File: src/rtl/apb_master_exe_seq.sv
// ---------------------------------------------------------------------------
// apb_master_exe_seq
//
// Runs one command as a fixed sequence of APB transfers. It writes the
// operation code and both operands to completer addresses 0..2. It then
// waits EXE_LAT idle cycles so the completer can execute. Finally it reads
// the result from address 0 and the status from address 1. A single-cycle
// response strobe reports the outcome.
//
// Handshake: a command transfers on the rising edge where i_req_valid and
// o_req_ready are both high. o_req_ready does not depend on i_req_valid.
// o_req_ready is high only while the sequencer is idle. o_rsp_valid is a
// one-cycle strobe with no back-pressure. The requester must take it when
// it is offered.
//
// Ports
//   i_PCLK, i_PRESETn             clock, asynchronous active-low reset
//   i_req_valid / o_req_ready     command handshake
//   i_oper, i_argA, i_argB        command operands (DATA_WIDTH each)
//   o_rsp_valid                   one-cycle response strobe
//   o_result, o_status, o_err     response fields; they hold until the
//                                 next response
//   o_PADDR .. o_PWDATA           APB requester outputs
//   i_PREADY, i_PRDATA, i_PSLVERR APB completer inputs
//   o_dbg_state                   current FSM state encoding
//
// TIMEOUT must be >= 1.
// ---------------------------------------------------------------------------
module apb_master_exe_seq #(
  parameter int DATA_WIDTH = 8,
  parameter int ADDR_WIDTH = 16,
  parameter int EXE_LAT    = 2,
  parameter int TIMEOUT    = 15
) (
  input  logic                  i_PCLK,
  input  logic                  i_PRESETn,
  input  logic                  i_req_valid,
  output logic                  o_req_ready,
  input  logic [DATA_WIDTH-1:0] i_oper,
  input  logic [DATA_WIDTH-1:0] i_argA,
  input  logic [DATA_WIDTH-1:0] i_argB,
  output logic                  o_rsp_valid,
  output logic [DATA_WIDTH-1:0] o_result,
  output logic [3:0]            o_status,
  output logic                  o_err,
  output logic [ADDR_WIDTH-1:0] o_PADDR,
  output logic                  o_PSEL,
  output logic                  o_PENABLE,
  output logic                  o_PWRITE,
  output logic [DATA_WIDTH-1:0] o_PWDATA,
  input  logic                  i_PREADY,
  input  logic [DATA_WIDTH-1:0] i_PRDATA,
  input  logic                  i_PSLVERR,
  output logic [2:0]            o_dbg_state
);

  typedef enum logic [2:0] {
    S_IDLE   = 3'd0,
    S_SETUP  = 3'd1,
    S_ACCESS = 3'd2,
    S_GAP    = 3'd3,
    S_RESP   = 3'd4
  } state_t;

  typedef enum logic [2:0] {
    ST_W0 = 3'd0,
    ST_W1 = 3'd1,
    ST_W2 = 3'd2,
    ST_R0 = 3'd3,
    ST_R1 = 3'd4
  } step_t;

  // The wait counter only has to reach TIMEOUT-1. The abort fires in the
  // ACCESS cycle that would be the TIMEOUT-th cycle with PREADY low.
  localparam int WW = (TIMEOUT > 1) ? $clog2(TIMEOUT) : 1;
  localparam int GW = (EXE_LAT > 1) ? $clog2(EXE_LAT) : 1;
  localparam logic [WW-1:0] WAIT_LAST = WW'(TIMEOUT - 1);
  localparam logic [GW-1:0] GAP_LAST  = GW'((EXE_LAT > 0) ? EXE_LAT - 1 : 0);

  state_t                state_q, state_d;
  step_t                 step_q, step_d;
  logic [WW-1:0]         wait_cnt_q;
  logic [GW-1:0]         gap_cnt_q;
  logic [DATA_WIDTH-1:0] oper_q, arga_q, argb_q, result_q;

  // Address, direction and write data of the transfer selected by the step.
  logic [ADDR_WIDTH-1:0] xfer_addr;
  logic                  xfer_write;
  logic [DATA_WIDTH-1:0] xfer_wdata;

  // Single-cycle events that load the response registers.
  logic done_ok, done_err;

  assign o_dbg_state = state_q;

  always_comb begin
    xfer_addr  = '0;
    xfer_write = 1'b0;
    xfer_wdata = '0;
    case (step_q)
      ST_W0: begin
        xfer_addr  = ADDR_WIDTH'(0);
        xfer_write = 1'b1;
        xfer_wdata = oper_q;
      end
      ST_W1: begin
        xfer_addr  = ADDR_WIDTH'(1);
        xfer_write = 1'b1;
        xfer_wdata = arga_q;
      end
      ST_W2: begin
        xfer_addr  = ADDR_WIDTH'(2);
        xfer_write = 1'b1;
        xfer_wdata = argb_q;
      end
      ST_R0: xfer_addr = ADDR_WIDTH'(0);
      ST_R1: xfer_addr = ADDR_WIDTH'(1);
      default: ;
    endcase
  end

  // Next state and outputs. The bus outputs are decoded from the state
  // register. An asynchronous reset therefore drops PSEL/PENABLE at once.
  always_comb begin
    state_d     = state_q;
    step_d      = step_q;
    o_req_ready = 1'b0;
    o_rsp_valid = 1'b0;
    o_PSEL      = 1'b0;
    o_PENABLE   = 1'b0;
    o_PWRITE    = 1'b0;
    o_PADDR     = '0;
    o_PWDATA    = '0;
    done_ok     = 1'b0;
    done_err    = 1'b0;
    case (state_q)
      S_IDLE: begin
        o_req_ready = 1'b1;
        if (i_req_valid) begin
          state_d = S_SETUP;
          step_d  = ST_W0;
        end
      end
      S_SETUP: begin
        o_PSEL   = 1'b1;
        o_PWRITE = xfer_write;
        o_PADDR  = xfer_addr;
        o_PWDATA = xfer_wdata;
        state_d  = S_ACCESS;
      end
      S_ACCESS: begin
        o_PSEL    = 1'b1;
        o_PENABLE = 1'b1;
        o_PWRITE  = xfer_write;
        o_PADDR   = xfer_addr;
        o_PWDATA  = xfer_wdata;
        if (i_PREADY) begin
          if (i_PSLVERR) begin
            state_d  = S_RESP;
            done_err = 1'b1;
          end else begin
            case (step_q)
              ST_W0: begin step_d = ST_W1; state_d = S_SETUP; end
              ST_W1: begin step_d = ST_W2; state_d = S_SETUP; end
              ST_W2: begin
                // The GAP state keeps ST_R0 as its step, so the read
                // starts straight from GAP.
                step_d  = ST_R0;
                state_d = (EXE_LAT > 0) ? S_GAP : S_SETUP;
              end
              ST_R0: begin step_d = ST_R1; state_d = S_SETUP; end
              ST_R1: begin state_d = S_RESP; done_ok = 1'b1; end
              default: begin state_d = S_RESP; done_err = 1'b1; end
            endcase
          end
        end else if (wait_cnt_q == WAIT_LAST) begin
          state_d  = S_RESP;
          done_err = 1'b1;
        end
      end
      S_GAP: begin
        if (gap_cnt_q == GAP_LAST) state_d = S_SETUP;
      end
      S_RESP: begin
        o_rsp_valid = 1'b1;
        state_d     = S_IDLE;
      end
      default: state_d = S_IDLE;
    endcase
  end

  always_ff @(posedge i_PCLK or negedge i_PRESETn) begin
    if (!i_PRESETn) begin
      state_q    <= S_IDLE;
      step_q     <= ST_W0;
      wait_cnt_q <= '0;
      gap_cnt_q  <= '0;
      oper_q     <= '0;
      arga_q     <= '0;
      argb_q     <= '0;
      result_q   <= '0;
      o_result   <= '0;
      o_status   <= '0;
      o_err      <= 1'b0;
    end else begin
      state_q <= state_d;
      step_q  <= step_d;

      if (state_q == S_IDLE && i_req_valid) begin
        oper_q <= i_oper;
        arga_q <= i_argA;
        argb_q <= i_argB;
      end

      // Counts the cycles with PREADY low in the current transfer. The
      // counter wraps on abort, which is harmless because the next SETUP
      // clears it.
      if (state_q == S_SETUP) begin
        wait_cnt_q <= '0;
      end else if (state_q == S_ACCESS && !i_PREADY) begin
        wait_cnt_q <= wait_cnt_q + WW'(1);
      end

      if (state_q == S_GAP) begin
        gap_cnt_q <= gap_cnt_q + GW'(1);
      end else begin
        gap_cnt_q <= '0;
      end

      if (state_q == S_ACCESS && i_PREADY && !i_PSLVERR && step_q == ST_R0) begin
        result_q <= i_PRDATA;
      end

      // The status comes straight from the R1 read data. No register
      // holds it in between.
      if (done_ok) begin
        o_result <= result_q;
        o_status <= i_PRDATA[3:0];
        o_err    <= 1'b0;
      end else if (done_err) begin
        o_result <= '0;
        o_status <= '0;
        o_err    <= 1'b1;
      end
    end
  end

endmodule
File: config.mk
export PLATFORM = sky130hd
export DESIGN_NAME = apb_master_exe_seq
export DESIGN_NICKNAME = d
export VERILOG_FILES = /design/src/rtl/apb_master_exe_seq.sv
export SDC_FILE = /design/constraint.sdc
export NUM_CORES = 1
export LEC_CHECK = 0
export ABC_CLOCK_PERIOD_IN_PS = 4500
export CORE_UTILIZATION = 51
export DETAILED_ROUTE_END_ITERATION = 16
export PLACE_DENSITY = 0.86
export SYNTH_ARGS = -nofsm -noshare
export SYNTH_HDL_FRONTEND = slang
export SYNTH_SLANG_ARGS = --single-unit
File: constraint.sdc
create_clock -name i_PCLK -period 4.5 [get_ports i_PCLK]
set_input_delay 0.9 -clock i_PCLK [delete_from_list [all_inputs] [get_ports i_PCLK]]
set_output_delay 0.9 -clock i_PCLK [all_outputs]
set_load 0.1 [all_outputs]
[Yosys cells after proc, flatten, opt, wreduce, memory -nomap -nowiden]
Cells that the tools add are included.
Word-level totals
  logic and storage cells: 87
  input port bits: 37
  flip-flop bits (word level): 56
Operators by class
  add/sub/neg operators: 2
  muxes and demuxes: 40
  equality and inequality tests: 15
  reduce and logical (&&, ||, !) cells: 19
Operator list (count)
  3-bit two-way mux: 8
  8-bit two-way mux: 3
  3-bit case mux with 4 select lines: 2
  8-bit case mux with 3 select lines: 1
  1-bit two-way mux: 18
  16-bit two-way mux: 1
  4-bit two-way mux: 4
  3-bit by 2-bit == test with 1-bit output (second input constant): 4
  3-bit case mux with 2 select lines: 2
  2-bit inequality test (second input constant): 4
  3-bit by 1-bit == test with 1-bit output (second input constant): 2
  3-bit == test (second input constant): 2
  3-bit logical NOT: 2
  2-bit nonzero test: 3
  3-bit OR reduction: 2
  1-bit logical AND: 5
  5-bit by 1-bit inequality test with 1-bit output (second input constant): 1
  5-bit AND reduction: 1
  5-bit OR reduction: 1
  4-bit by 1-bit adder with 4-bit output (second input constant): 1
  4-bit == test (second input constant): 1
  2-bit case mux with 2 select lines: 1
  2-bit OR reduction: 2
  3-bit inequality test (second input constant): 1
  3 further kinds: 4

[Logic depth before layout (Yosys ltp)]
Gate-level depths: netlist (run 1).
  depth after elaboration: 8
  mapped depth: 7
  depth with buffers taken out: 5

[Least setup slack after synthesis (run 1)]
OpenSTA, ideal clock, no wires.
  path type: register to output
  from: register state_q[0] (netlist: o_dbg_state[0])
  to: output o_PWDATA[0]
  slack: -2.197 ns
  arrival: 5.797 ns
  required time: 3.600 ns
  cell stages (with the launch flop): 5
  cells stage by stage: dfrtp_1 -> buf_2 -> xnor2_1 -> a2111oi_2 -> a21boi_0
On the way
  longest elaborated chain between the ends: 3
Ends and longest elaborated chain
  start: declaration: line 80  | state_t state_q, state_d;
  start signal: assignment: line 206  | state_q <= state_d;
  3-bit by 1-bit == test with 1-bit output or 3-bit by 2-bit == test with 1-bit output (tied branches): line 136  | case (state_q)
  2-bit OR reduction (no line) *
  8-bit two-way mux *: line 136
  end: declaration: line 50  | output logic [DATA_WIDTH-1:0] o_PWDATA,
Every way passes the cells marked *; elsewhere a longest branch is shown, timed or not.

[Worst setup path after layout (run 1)]
  from: register step_q[0]
  to: output o_PADDR[1]
On the way
  longest elaborated chain between the ends: 4
Ends and longest elaborated chain
  start: declaration: line 81  | step_t step_q, step_d;
  start signal: assignment: line 207  | step_q <= step_d;
  3-bit by 1-bit == test with 1-bit output or 3-bit == test (tied branches): line 100  | case (step_q)
  2-bit OR reduction (no line)
  2-bit case mux with 2 select lines *: line 100
  16-bit two-way mux *: line 136
  end: declaration: line 46  | output logic [ADDR_WIDTH-1:0] o_PADDR,
Marked as above.

==> metrics.log, run 1 <==
[metrics] Vias: 1927
[metrics] Largest stage delay, worst path: 1.13 ns
[metrics] post-route antenna net violation count: 0
[metrics] number of cells traversed by the worst register-to-register path: 3
[metrics] leftover overflow at the end of global routing: 0
[metrics] share of synthesized area occupied by flip-flops and latches: 0.5100
[metrics] Area Growth Syn to Fin: 26.96%
[metrics] Worst Hold Path EP: gap_cnt_q
[metrics] Detailed Routing Iterations Pass 1: 4
[metrics] final cycle utilization of the critical path: 0.7832
[metrics] port bufs: 67
[metrics] Skew-Pair Late Insertion Delay: 0.30 ns
[metrics] via/cell ratio: 5.323
[metrics] number of DRC violations after detailed routing: 0
[metrics] cell family with most CP delay: buffers and inverters
[metrics] worst path required time: 3.60 ns
[metrics] std cell rows: 26
[metrics] Final Core Density: 0.6787
[metrics] Post-Synthesis Cells: 234
[metrics] Worst Hold Path Cells: 1
[metrics] Post-Route Skew: 0.007615 ns
[metrics] post-synthesis area per instance: 11.74 µm²
[metrics] number of slew-limit violations in the final report: 0
[metrics] setup slack on the worst flop-to-flop path: 2.14 ns
[metrics] master cell of the clock root buffer: sky130_fd_sc_hd__clkbuf_8
[metrics] Max Buffers Root-to-Sink: 2
[metrics] post-route design area: 0.003488 mm²
[metrics] classification of the worst-slack hold path: flip-flop to flip-flop
[metrics] Distinct cells, synth: 46
[metrics] setup repair after global routing missed its margin: false
[metrics] # diodes: 0
[metrics] run status: complete, no violations
[metrics] worst slew margin relative to its limit: 0.2494
[metrics] dominant cell type by area after synthesis: sky130_fd_sc_hd__dfrtp_1
[metrics] initial standard-cell utilization of the core: 0.5346
[metrics] final routed wire length divided by cell count: 15.00 µm
[metrics] global-route wire length before repair: 8590 µm
[metrics] GPL Wtd Cong: 0.8507
[metrics] list of most frequent post-synthesis cells: sky130_fd_sc_hd__dfrtp_1 (56), sky130_fd_sc_hd__mux2_2 (25), sky130_fd_sc_hd__buf_4 (15), sky130_fd_sc_hd__a22o_1 (12), sky130_fd_sc_hd__nand2_1 (11)
[metrics] post-detailed-placement half-perimeter wirelength: 3848 µm
[metrics] placeable core region: 0.005140 mm²
[metrics] worst endpoint data arrival time: 2.62 ns
[metrics] number of H-tree branching levels: 2
[metrics] number of sinks driven by the clock tree: 56
[metrics] Worst Setup Slack, final: 0.9756 ns
[metrics] total routing resource utilization after global routing: 0.2053
[metrics] top_reg_cell synth: sky130_fd_sc_hd__dfrtp_1
[metrics] post-synthesis sequential element count: 56
[metrics] fraction of registers with async set or reset after synthesis: 1.000
[metrics] HP Start: gap_cnt_q
[metrics] netlist area before placement: 0.002748 mm²
[metrics] worst-path cell with the longest stage delay: sky130_fd_sc_hd__clkdlybuf4s50_1
[metrics] number of non-filler instances in the completed layout: 362
[metrics] initial antenna violation count: 0
[metrics] TritonCTS clock tree: done
[metrics] maximum fanout count along the critical path: 18
[metrics] Slew @ Worst Pin: 1.126 ns
[metrics] DIE AREA: 0.005685 mm²
[metrics] post-place instance area: 0.003381 mm²
[metrics] number of failing hold endpoints at the final stage: 0
[metrics] buffers inserted by post-CTS timing repair: 0
[metrics] largest cells by area after synthesis: sky130_fd_sc_hd__dfrtp_1 (51%), sky130_fd_sc_hd__mux2_2 (10%), sky130_fd_sc_hd__buf_4 (4.1%)
[metrics] x dimension of the die: 75.40 µm
[metrics] classification of the worst setup path: flip-flop to output port
[metrics] Max-cap violations: 0
[metrics] IO Count: 82
[metrics] Post-CTS Resized: 0
[metrics] number of global-route vias before repair: 1785
[metrics] final WL: 5431 µm
[metrics] YS warnings: 0
[metrics] sort of element at the start of the critical path: flip-flop
[metrics] worst slack after detailed placement: 1.320 ns
[metrics] share of layout cells above drive strength 1: 0.2158
[metrics] number of enable flip-flop cells after synthesis: 0
[metrics] number of cells in the design after placement: 354
[metrics] endpoints failing setup: 0
[metrics] Bufs and invs on worst path: 1
[metrics] count of hold-fix buffers inserted at cts: 0
[metrics] kind of end point of the critical path: output port
[metrics] number of nets in the finished design: 330
[metrics] count leader, synth: sky130_fd_sc_hd__dfrtp_1
[metrics] fraction of post-synthesis cell area in the top cell type by area: 0.5100
[metrics] number of CTS-inserted buffers: 5
[metrics] starting DRC count in detailed routing: 143
[metrics] final critical delay including setup and external delays: 3.524 ns
[metrics] reg-to-reg endpoint: arga_q[4]
[metrics] clock slew at the register clock pins of the worst setup and hold paths: 0.09 ns
[metrics] reg-to-reg critical path startpoint: o_dbg_state[1]
[metrics] top achievable clock speed: 283.7 MHz
[metrics] overall die height: 75.40 µm
[metrics] CP Cell Sequence: nor2_1 > and3_1 > clkdlybuf4s50_1
[metrics] pin count of the biggest net entering global routing: 41
==> cell type report <==
cell class	count	area [µm²]
fillers	400	1652
clock inverters	2	35.03
clock buffers	6	72.57
flip-flops and latches	56	1410
repair buffers	68	648.1
multi-input cells	152	1205
inverters	8	30.03
well taps	70	87.58
==> stage by stage <==
step,setup TNS (ns),hold WS (ns)
final,0,0.4325
after detailed placement,0,0.4220
after global placement,0,0.4222
after global routing,0,0.4628
after floorplan,-7.973,0.4090
after CTS,0,0.4352
==> state kept, by name, indices dropped and copies added, names as in the netlist <==
signal,count
arga_q,8
argb_q,8
gap_cnt_q,1
o_dbg_state,3
o_err,1
o_result,8
o_status,4
oper_q,8
result_q,8
step_q,3
wait_cnt_q,4
==> worst register-to-register path, delay by kind of cell (launching register included) <==
kind,cells,cell delay [ns]
muxes,1,0.44
and+or+nand+nor,2,1.22
DFF,1,0.59
==> cells in the final DEF (no fill, tap or decap), types with 4 or more instances in the layout <==
cell and n:
sky130_fd_sc_hd__clkdlybuf4s50_1 56, sky130_fd_sc_hd__dfrtp_1 53, sky130_fd_sc_hd__mux2_2 25, sky130_fd_sc_hd__conb_1 14
sky130_fd_sc_hd__a22o_1 12, sky130_fd_sc_hd__nand2_1 11, sky130_fd_sc_hd__buf_4 11, sky130_fd_sc_hd__mux2i_1 9
sky130_fd_sc_hd__or2_2 9, sky130_fd_sc_hd__a21boi_0 8, sky130_fd_sc_hd__mux2_1 8, sky130_fd_sc_hd__inv_1 6
sky130_fd_sc_hd__a21oi_1 5, sky130_fd_sc_hd__clkbuf_8 5, sky130_fd_sc_hd__nor2_1 4, sky130_fd_sc_hd__nor2b_1 4
sky130_fd_sc_hd__o21ai_0 4
==> worst max-delay path by stage <==
stage,from,to,slack (ns),depth (start not counted)
after floorplan,o_dbg_state[0],o_PWDATA[0],-0.97,4
after global placement,step_q[0],o_PADDR[1],1.35,3
after detailed placement,step_q[0],o_PADDR[1],1.32,3
after CTS,step_q[0],o_PADDR[1],0.97,3
after global routing,step_q[0],o_PADDR[1],0.89,3
final,step_q[0],o_PADDR[1],0.98,3
==> metal layers <==
| metal | vias to the layer above | wire length [µm] | track usage |
|---|---|---|---|
| li1 | 912 | - | - |
| met1 | 950 | 2425 | 0.2867 |
| met2 | 57 | 2693 | 0.3224 |
| met3 | 8 | 234 | 0.04365 |
| met4 | 0 | 77 | 0.06790 |
| met5 | - | 0 | 0 |
==> logic make-up after synthesis <==
logic type | after synthesis | synth area share
XOR/XNOR | 2 | 0.006376
buffers and inverters | 39 | 0.08060
adder cells (fa/ha/maj) | 2 | 0.009106
flip-flops | 56 | 0.5100
multiplexers | 42 | 0.1680
AND/OR/NAND/NOR | 52 | 0.1134
AO/OA/AOI/OAI | 40 | 0.1111
other | 1 | 0.001365
Power of run 1 is not shown: default switching activity piles up to over one toggle a cycle in this logic, so the estimate is an artifact.
==> run 2, diff against run 1 <==
Settings changed: ABC_CLOCK_PERIOD_IN_PS 4500 to 3280, CORE_UTILIZATION 51 to 47, PLACE_DENSITY 0.86 to 0.8.
Clock period 4.5 ns to 3.28 ns, I/O delays scaled along.
==> run 2 against run 1 <==
Cell area is 2.8% higher; non-clock buffer count up 3; clock-buffer cell count rose by 1; critical path type unchanged; critical endpoint is now o_PWDATA[2].
==> metrics.log, run 2 (same netlist as run 1, synthesis figures left out) <==
[metrics] worst slack after detailed placement: 0.6052 ns (was 1.320 ns)
[metrics] pin count of the biggest net entering global routing: 27 (was 41)
[metrics] classification of the worst setup path: flip-flop to output port (unchanged)
[metrics] Worst Setup Slack, final: 0.3240 ns (was 0.9756 ns)
[metrics] worst-path cell with the longest stage delay: sky130_fd_sc_hd__dfrtp_1 (was sky130_fd_sc_hd__clkdlybuf4s50_1)
[metrics] initial antenna violation count: 0 (unchanged)
[metrics] worst slew margin relative to its limit: 0.4679 (was 0.2494)
[metrics] final critical delay including setup and external delays: 2.956 ns
[metrics] kind of end point of the critical path: output port (unchanged)
[metrics] final WL: 5408 µm (was 5431 µm)
[metrics] initial standard-cell utilization of the core: 0.4929 (was 0.5346)
[metrics] total routing resource utilization after global routing: 0.1961 (was 0.2053)
[metrics] Largest stage delay, worst path: 0.68 ns (was 1.13 ns)
[metrics] Post-Route Skew: 0.009551 ns (was 0.007615 ns)
[metrics] number of global-route vias before repair: 1834 (was 1785)
[metrics] number of nets in the finished design: 333 (was 330)
[metrics] endpoints failing setup: 0 (unchanged)
[metrics] overall die height: 78.46 µm (was 75.40 µm)
[metrics] IO Count: 82 (unchanged)
[metrics] master cell of the clock root buffer: sky130_fd_sc_hd__clkbuf_8 (unchanged)
[metrics] buffers inserted by post-CTS timing repair: 0 (unchanged)
[metrics] std cell rows: 27 (was 26)
[metrics] sort of element at the start of the critical path: flip-flop (unchanged)
[metrics] Area Growth Syn to Fin: 30.46% (was 26.96%)
[metrics] number of failing hold endpoints at the final stage: 0 (unchanged)
[metrics] TritonCTS clock tree: done (unchanged)
[metrics] CP Cell Sequence: a2111oi_4 > a21boi_0 > buf_12 (was nor2_1 > and3_1 > clkdlybuf4s50_1)
[metrics] leading cell type in the layout, fill and taps excluded: sky130_fd_sc_hd__dfrtp_1 (was sky130_fd_sc_hd__clkdlybuf4s50_1)
[metrics] number of H-tree branching levels: 2 (unchanged)
[metrics] share of layout cells above drive strength 1: 0.3017 (was 0.2158)
[metrics] number of non-filler instances in the completed layout: 367 (was 362)
[metrics] Skew-Pair Late Insertion Delay: 0.31 ns (was 0.30 ns)
[metrics] cell family with most CP delay: compound AO/OA/AOI/OAI gates (was buffers and inverters)
[metrics] global-route wire length before repair: 9356 µm (was 8590 µm)
[metrics] top achievable clock speed: 338.3 MHz
[metrics] worst endpoint data arrival time: 2.30 ns (was 2.62 ns)
[metrics] number of DRC violations after detailed routing: 0 (unchanged)
[metrics] number of slew-limit violations in the final report: 0 (unchanged)
[metrics] number of cells in the design after placement: 359 (was 354)
[metrics] count of hold-fix buffers inserted at cts: 0 (unchanged)
[metrics] worst path required time: 2.62 ns (was 3.60 ns)
[metrics] classification of the worst-slack hold path: primary input to asynchronous set/reset pin (was flip-flop to flip-flop)
[metrics] Slew @ Worst Pin: 0.7981 ns (was 1.126 ns)
[metrics] Vias: 1938 (was 1927)
[metrics] placeable core region: 0.005574 mm² (was 0.005140 mm²)
[metrics] GPL Wtd Cong: 0.7743 (was 0.8507)
[metrics] DIE AREA: 0.006156 mm² (was 0.005685 mm²)
[metrics] Max Buffers Root-to-Sink: 2 (unchanged)
[metrics] port bufs: 67 (unchanged)
[metrics] clock slew at the register clock pins of the worst setup and hold paths: 0.10 ns (was 0.09 ns)
[metrics] maximum fanout count along the critical path: 18 (unchanged)
[metrics] post-route antenna net violation count: 0 (unchanged)
[metrics] final cycle utilization of the critical path: 0.9012
[metrics] setup repair after global routing missed its margin: false (unchanged)
[metrics] total negative slack: 0 ns (unchanged)
[metrics] Max-cap violations: 0 (unchanged)
[metrics] Bufs and invs on worst path: 1 (unchanged)
[metrics] starting DRC count in detailed routing: 110 (was 143)
[metrics] Detailed Routing Iterations Pass 1: 5 (was 4)
[metrics] via/cell ratio: 5.281 (was 5.323)
[metrics] number of sinks driven by the clock tree: 56 (unchanged)
[metrics] run status: complete, no violations (unchanged)
[metrics] x dimension of the die: 78.46 µm (was 75.40 µm)
[metrics] post-detailed-placement half-perimeter wirelength: 3928 µm (was 3848 µm)
[metrics] leading cell types in the layout, fill and taps excluded: sky130_fd_sc_hd__dfrtp_1 (53), sky130_fd_sc_hd__clkdlybuf4s50_1 (35), sky130_fd_sc_hd__buf_4 (27) (was sky130_fd_sc_hd__clkdlybuf4s50_1 (56), sky130_fd_sc_hd__dfrtp_1 (53), sky130_fd_sc_hd__mux2_2 (25))
[metrics] final routed wire length divided by cell count: 14.74 µm (was 15.00 µm)
[metrics] leftover overflow at the end of global routing: 0 (unchanged)
[metrics] # diodes: 0 (unchanged)
[metrics] number of CTS-inserted buffers: 5 (unchanged)
[metrics] Post-CTS Resized: 0 (unchanged)
-- run 2: worst paths after layout --
kind | startpoint | endpoint | slack, ns | depth (start not counted)
setup / recovery | step_q[0] | o_PWDATA[2] | 0.32 | 3
min in group i_PCLK | gap_cnt_q | gap_cnt_q | 0.45 | 1
hold / removal | i_PRESETn | wait_cnt_q[3] | 0.34 | 1
setup reg to reg | o_dbg_state[0] | o_result[5] | 1.20 | 3
hold reg to reg | gap_cnt_q | gap_cnt_q | 0.45 | 1
max in group asynchronous | i_PRESETn | result_q[1] | 2.29 | 2
-- run 2: per-stage QoR --
step | hold WS (ns) | area [µm²] | util
6_report | 0.3396 | 3585 | 0.6431
2_1_floorplan | 0.3604 | 2851 | -
5_1_grt | 0.3725 | 3585 | 0.6431
3_5_place_dp | 0.4310 | 3458 | 0.6204
3_3_place_gp | 0.4215 | 3458 | 0.6204
4_1_cts | 0.3558 | 3585 | 0.6431
-- run 2: cell type report --
type,instances,area (µm²)
clock buffer,7,96.34
clock inverter,1,30.03
fill,449,1989
inverter,8,30.03
multi-input combinational,152,1210
sequential,56,1410
tap,72,90.09
timing repair buffer,71,718.2
-- run 2: layer usage --
metal	up-vias	track usage	routed length [µm]
met5	-	0	0
met3	6	0.05000	293
met1	953	0.2890	2575
li1	916	-	-
met2	63	0.2833	2479
met4	0	0.05556	60
Power of run 2 is left out for the same reason.
